===== src/rtl/bit_serial_addsub.sv =====
// Serial adder/subtractor: operands taken over valid/ready, summed LSB-first SLICE bits per cycle
// with a registered carry; result, carry-out and signed overflow held until the consumer accepts.
module bit_serial_addsub #(
    parameter int unsigned WIDTH = 8,
    parameter int unsigned SLICE = 1
) (
    input  logic             clk,
    input  logic             rst_n,
    input  logic             in_valid_i,
    output logic             in_ready_o,
    input  logic [WIDTH-1:0] a_i,
    input  logic [WIDTH-1:0] b_i,
    input  logic             sub_i,
    output logic             out_valid_o,
    input  logic             out_ready_i,
    output logic [WIDTH-1:0] sum_o,
    output logic             carry_out_o,
    output logic             overflow_o,
    output logic             busy_o
);

    localparam int unsigned NSlices = (SLICE == 0) ? 1 : WIDTH / SLICE;
    localparam int unsigned CntW    = (NSlices > 1) ? $clog2(NSlices) : 1;
    localparam logic [CntW-1:0] LastCnt = CntW'(NSlices - 1);

    localparam logic [1:0] StIdle = 2'd0;
    localparam logic [1:0] StRun  = 2'd1;
    localparam logic [1:0] StDone = 2'd2;

    if (WIDTH < 2 || SLICE == 0 || (WIDTH % SLICE) != 0) begin : g_param_check
        $error("bit_serial_addsub: WIDTH must be >= 2 and a multiple of SLICE");
    end

    logic [1:0]       state_q, state_d;
    logic [WIDTH-1:0] a_sh_q, a_sh_d;
    logic [WIDTH-1:0] b_sh_q, b_sh_d;
    logic [WIDTH-1:0] res_sh_q, res_sh_d;
    logic             carry_q, carry_d;
    logic [CntW-1:0]  cnt_q, cnt_d;
    logic             a_msb_q, a_msb_d;
    logic             b_msb_q, b_msb_d;
    logic [WIDTH-1:0] sum_q, sum_d;
    logic             co_q, co_d;
    logic             ov_q, ov_d;

    logic [SLICE:0]   slice_sum;
    logic [WIDTH-1:0] res_next;
    logic [WIDTH-1:0] b_eff;

    // One slice of the ripple: low SLICE bits of each operand plus the carry from the previous slice.
    always_comb begin
        slice_sum = {1'b0, a_sh_q[SLICE-1:0]} + {1'b0, b_sh_q[SLICE-1:0]}
                  + {{SLICE{1'b0}}, carry_q};
        res_next = res_sh_q >> SLICE;
        res_next[WIDTH-1 -: SLICE] = slice_sum[SLICE-1:0];
    end

    assign b_eff = sub_i ? ~b_i : b_i;

    always_comb begin
        state_d  = state_q;
        a_sh_d   = a_sh_q;
        b_sh_d   = b_sh_q;
        res_sh_d = res_sh_q;
        carry_d  = carry_q;
        cnt_d    = cnt_q;
        a_msb_d  = a_msb_q;
        b_msb_d  = b_msb_q;
        sum_d    = sum_q;
        co_d     = co_q;
        ov_d     = ov_q;

        case (state_q)
            StIdle: begin
                if (in_valid_i) begin
                    a_sh_d   = a_i;
                    b_sh_d   = b_eff;
                    res_sh_d = '0;
                    carry_d  = sub_i;
                    cnt_d    = '0;
                    a_msb_d  = a_i[WIDTH-1];
                    b_msb_d  = b_eff[WIDTH-1];
                    state_d  = StRun;
                end
            end
            StRun: begin
                a_sh_d   = a_sh_q >> SLICE;
                b_sh_d   = b_sh_q >> SLICE;
                res_sh_d = res_next;
                carry_d  = slice_sum[SLICE];
                cnt_d    = cnt_q + CntW'(1);
                if (cnt_q == LastCnt) begin
                    sum_d   = res_next;
                    co_d    = slice_sum[SLICE];
                    ov_d    = (a_msb_q == b_msb_q) && (res_next[WIDTH-1] != a_msb_q);
                    state_d = StDone;
                end
            end
            StDone: begin
                if (out_ready_i) begin
                    state_d = StIdle;
                end
            end
            default: state_d = StIdle;
        endcase
    end

    always_ff @(posedge clk or negedge rst_n) begin
        if (!rst_n) begin
            state_q  <= StIdle;
            a_sh_q   <= '0;
            b_sh_q   <= '0;
            res_sh_q <= '0;
            carry_q  <= 1'b0;
            cnt_q    <= '0;
            a_msb_q  <= 1'b0;
            b_msb_q  <= 1'b0;
            sum_q    <= '0;
            co_q     <= 1'b0;
            ov_q     <= 1'b0;
        end else begin
            state_q  <= state_d;
            a_sh_q   <= a_sh_d;
            b_sh_q   <= b_sh_d;
            res_sh_q <= res_sh_d;
            carry_q  <= carry_d;
            cnt_q    <= cnt_d;
            a_msb_q  <= a_msb_d;
            b_msb_q  <= b_msb_d;
            sum_q    <= sum_d;
            co_q     <= co_d;
            ov_q     <= ov_d;
        end
    end

    assign in_ready_o  = (state_q == StIdle);
    assign out_valid_o = (state_q == StDone);
    assign busy_o      = (state_q == StRun);
    assign sum_o       = sum_q;
    assign carry_out_o = co_q;
    assign overflow_o  = ov_q;

endmodule

===== config.mk =====
export PLATFORM = sky130hd
export DESIGN_NAME = bit_serial_addsub
export DESIGN_NICKNAME = d
export VERILOG_FILES = /design/src/rtl/bit_serial_addsub.sv
export SDC_FILE = /design/constraint.sdc
export NUM_CORES = 1
export LEC_CHECK = 0
export BUFFER_PORTS_ARGS = -buffer_cell sky130_fd_sc_hd__buf_4
export CAP_MARGIN = 20
export CORE_ASPECT_RATIO = 1.4
export CORE_MARGIN = 2
export CORE_UTILIZATION = 35
export CTS_CLUSTER_DIAMETER = 50
export DETAILED_ROUTE_END_ITERATION = 16
export PLACE_DENSITY = 0.57
export SLEW_MARGIN = 20
export SYNTH_ARGS = -nofsm -noshare
export SYNTH_HDL_FRONTEND = slang
export SYNTH_SLANG_ARGS = --single-unit

===== constraint.sdc =====
create_clock -name clk -period 2.4 [get_ports clk]
set_clock_uncertainty 0.05 [all_clocks]
set_input_delay 0.24 -clock clk [delete_from_list [all_inputs] [get_ports clk]]
set_output_delay 0.24 -clock clk [all_outputs]
set_load 0.01 [all_outputs]

Word-level counts from Yosys, hierarchy flattened --
Index checks and enable logic that the tools add are counted.
Storage, ports and cells: bits in registers 42, input port bits 21, word-level logic and storage cells 45, output and inout bits 13
Operators by class: equal/unequal tests 8, reductions and logical operators 7, muxes and demuxes 15, bitwise gates (word level) 1, add/subtract/negate cells 3
Operator list (number):
- case mux 8 bit (2 select lines) | 3
- 2-to-1 mux 8 bit | 4
- inverter 8 bit | 1
- 2-to-1 mux 2 bit | 3
- case mux 2 bit (3 select lines) | 1
- case mux 3 bit (2 select lines) | 1
- AND reduction 2 bit | 3
- != test 2 x 1 -> 1 bit (second input constant) | 2
- adder 3 x 1 -> 3 bit (second input constant) | 1
- == test 3 bit (second input constant) | 1
- 2-to-1 mux 3 bit | 1
- AND reduction 3 bit | 1
- adder 1 x 1 -> 2 bit | 1
- adder 2 x 1 -> 2 bit | 1
- == test 2 x 1 -> 1 bit (second input constant) | 1
- == test 2 bit (second input constant) | 1
- zero test 2 bit | 1
- != test 2 bit (second input constant) | 1
- case mux 1 bit (2 select lines) | 1
- nonzero test 2 bit | 1
- == test 1 bit | 1
- logical AND 1 bit | 1
- 2-to-1 mux 1 bit | 1
- != test 1 bit | 1

Depth between registers and ports, before layout --
depth after elaboration 4, depth in mapped cells 6, mapped depth without buffers 5

Worst setup path after synthesis --
No wires, ideal clock.
path type reg-to-reg, from reg cnt_q[0], to reg sum_q[4] (netlist: sum_o[4]), data required time 2.225 ns, stages on the path, launching flop included 6, path slack 0.778 ns, clock period less this slack 1.622 ns, data arrival time 1.448 ns, setup time 0.125 ns, cells stage by stage dfrtp_1 > ha_1 > ha_1 > nand3b_1 > buf_2 > mux2_2
On the way: word-level cells in the longest chain between the ends 2
Ends and longest elaborated chain:
- start: declaration | line 39 | logic [CntW-1:0] cnt_q, cnt_d;
- start signal: assignment | line 127 | cnt_q <= cnt_d;
- == test 3 bit | line 92 | if (cnt_q == LastCnt) begin
- AND reduction 2 bit (no source line)
- end signal: assignment | line 130 | sum_q <= sum_d;
- end: declaration | line 42 | logic [WIDTH-1:0] sum_q, sum_d;
Every way passes these cells. A chain may end at the register's enable or synchronous reset.

Final worst setup path --
from reg state_q[0], to reg b_sh_q[5]
On the way: word-level cells in the longest chain between the ends 3, elaborated cells between the ends (all ways) 6
Ends and longest elaborated chain:
- start: declaration | line 34 | logic [1:0] state_q, state_d;
- start signal: assignment | line 110 | state_q <= StIdle;
- start signal: assignment | line 122 | state_q <= state_d;
- == test 2 x 1 -> 1 bit / zero test 2 bit (equally long branches) | line 73 | case (state_q)
- nonzero test 2 bit (no source line) / != test 2 bit (equally long branches)
- AND reduction 2 bit (no source line)
- end signal: assignment | line 124 | b_sh_q <= b_sh_d;
- end: declaration | line 36 | logic [WIDTH-1:0] b_sh_q, b_sh_d;
Several ways; a longest one is shown, not always the timed one.

==> results.sh <==
export IMPL_status="complete, no violations"
export IMPL_max_slew_margin_rel_pct=55.1
export IMPL_place_congestion=0.753
export IMPL_wire_per_inst_um=13.9
export IMPL_area_growth_pct=22.0
export IMPL_fin_hold_ws_ns=0.100
export IMPL_nNetsFinal=227
export IMPL_cts_path_max_buffers=2
export IMPL_drc_errors=0
export IMPL_start_util_pct=36.6
export IMPL_fin_util_pct=44.7
export IMPL_synthDistinctLibCells=25
export IMPL_period_share_pct=78.0
export IMPL_io_pins=34
export IMPL_syn_area_um2=1790
export IMPL_synth_seq_cells=41
export IMPL_drv_slew=0
export IMPL_finalInstanceArea_um2=2180
export IMPL_cts_buffers_inserted=5
export IMPL_cts_tree="yes"
export IMPL_clockRootBuffer="clkbuf_8"
export IMPL_dr_pass1_iters=4
export IMPL_p_per_area_nw_per_um2=1160
export IMPL_syn_num_nets=193
export IMPL_drive_above_1_share_pct=24.5
export IMPL_synth_cells=169
export IMPL_dpl_cell_area_um2=2090
export IMPL_dr_first_iter_drc_count=60
export IMPL_ys_warn_count=0
export IMPL_ir_worst_vdd_v=0.000401
export IMPL_crit_arrival_ns=1.99
export IMPL_diodes=0
export IMPL_drt_total_wl_mm=3.72
export IMPL_leakage_nw=1.07
export IMPL_setup_tns_ns=0
export IMPL_rsz0062_at_grt="no"
export IMPL_fmax_mhz=534
export IMPL_clk_pin_slew_ns=0.08
export IMPL_hold_viol_final=0
export IMPL_htree_levels=2
export IMPL_grtUsageTotal_pct=14.5
export IMPL_worst_setup_path_end_kind="flip-flop"
export IMPL_max_slew_worst_pin_slew_ns=0.673
export IMPL_seq_area_frac_synth_pct=57.4
export IMPL_period_minus_slack_ns=1.87
export IMPL_nFillCells=490
export IMPL_viasPerCell=5.06
export IMPL_row_count=30
export IMPL_io_buffers=33
export IMPL_worstSetupPathType="flip-flop to flip-flop"
export IMPL_setup_viol=0
export IMPL_grt_pass1_wl_mm=6.35
export IMPL_hpwlAfterDp_mm=2.62
export IMPL_cp_required_ns=2.52
export IMPL_clock_latency_ns=0.29
export IMPL_die_x_um=64.4
export IMPL_dieArea_um2=5700
export IMPL_die_h_um=88.6
export IMPL_num_vias=1355
export IMPL_grt_max_degree=42
export IMPL_clock_sinks=41
export IMPL_grt_overflow=0
export IMPL_avgSynthCellArea_um2=10.6
export IMPL_startpoint_type="flip-flop"
export IMPL_min_path_type="input pin to flip-flop"
export IMPL_core_area_um2=4880
export IMPL_cap_viol_max_count=0
export IMPL_grt_pass1_vias=1408
export IMPL_antenna_found_initial=0
export IMPL_antenna_left=0
export IMPL_path_max_fanout=20
export IMPL_post_cts_setup_buffers=0
-- repair_timing --
| action | CTS | global route |
|---|---|---|
| gates resized for setup | 0 | 0 |
| hold endpoints to repair | 41 | 0 |
| hold buffers | 1 | 0 |
-- flip-flops by register name (all words and copies together), names as in the netlist --
name         cells
res_sh_q         7
a_sh_q           8
sum_o            8
b_sh_q           8
state_q          2
b_msb_q          1
carry_out_o      1
a_msb_q          1
cnt_q            3
carry_q          1
overflow_o       1
-- worst paths after layout --
check / startpoint / end / slack (ns) / cells after the start
min reg2reg: a_sh_q[1]$_DFFE_PN0P_ / a_sh_q[1]$_DFFE_PN0P_ / 0.44 / 2
max: state_q[0]$_DFFE_PN0P_ / b_sh_q[5]$_DFFE_PN0P_ / 0.53 / 3
max reg2reg: state_q[0]$_DFFE_PN0P_ / b_sh_q[5]$_DFFE_PN0P_ / 0.53 / 3
min: out_ready_i / state_q[1]$_DFFE_PN0P_ / 0.10 / 2
min in group asynchronous: rst_n / state_q[1]$_DFFE_PN0P_ / 0.43 / 2
max in group asynchronous: rst_n / b_sh_q[4]$_DFFE_PN0P_ / 1.51 / 2
-- cell usage in the layout (no fill, tap or decap), types with 4 or more instances in the layout --
cell type / instances
clkbuf_8: 5
inv_1: 4
a221o_1: 7
a22oi_1: 7
buf_4: 35
mux2_2: 7
xnor2_1: 7
nor2_1: 9
nand3_1: 10
o21ai_0: 15
nand2_1: 35
dfrtp_1: 41
-- area by class of cell --
class | count | area [µm²] | area share [%]
Clock buffer | 6 | 72.6 | 3.33
Timing Repair Buffer | 36 | 273 | 12.5
Multi-Input combinational cell | 114 | 701 | 32.1
Sequential cell | 41 | 1030 | 47.0
Tap cell | 64 | 80.1 | 3.67
Inverter | 5 | 18.8 | 0.861
Clock inverter | 2 | 10.0 | 0.459
-- cells in the mapped netlist --
cell,number,share of area (%)
o21bai_1,1,0.42
xor2_1,1,0.49
nor3_1,1,0.28
or3b_1,1,0.49
a22oi_1,7,2.9
a221o_1,7,3.9
a2bb2oi_1,3,1.5
ha_1,2,1.4
inv_2,1,0.21
mux2_2,7,4.4
clkbuf_1,2,0.42
nor3b_1,1,0.42
nand3_1,10,2.8
nor2_1,9,1.9
nand3b_1,1,0.42
o21ai_0,15,4.2
nand2_1,35,7.3
fa_1,1,1.1
and3_1,1,0.35
inv_1,4,0.84
nand2b_1,2,0.70
nor2b_1,2,0.70
buf_2,7,2.0
dfrtp_1,41,57
xnor2_1,7,3.4
-- where the power goes --
part           internal, mW  total (mW)  switching, mW
sequential            0.976        1.18          0.205
combinational         0.442       0.923          0.481
clock                 0.201       0.427          0.225
-- per-stage QoR --
step	std cells	setup slack, ns	total power, mW
after global routing	268	0.331	2.75
after floorplan	169	0.778	1.77
after detailed placement	259	0.513	2.14
final	268	0.529	2.53
after CTS	268	0.503	2.58
after global placement	259	0.581	2.09
-- logic make-up (layout without fill, tap and decap cells) --
logic type | count (synthesis) | after routing | share of synthesized area, %
compound gates | 33 | 33 | 12.9
fa+ha+maj | 3 | 3 | 2.52
simple gates | 63 | 63 | 15.4
xor+xnor | 8 | 8 | 3.92
flops | 41 | 41 | 57.4
buf+inv | 14 | 49 | 3.43
mux | 7 | 7 | 4.41
-- per-layer routing --
layer	GRT usage, %	wire length, µm
met5	0	0
met4	4.64	52
met3	3.82	198
met2	26.7	1880
met1	16.2	1590
-- critical path, stage by stage, from the launching register on --
cell and delay [ns]:
dfrtp_1 0.66, or3b_1 0.63, nor2_1 0.12, a221o_1 0.28
Power figures use the tool's default switching activity.
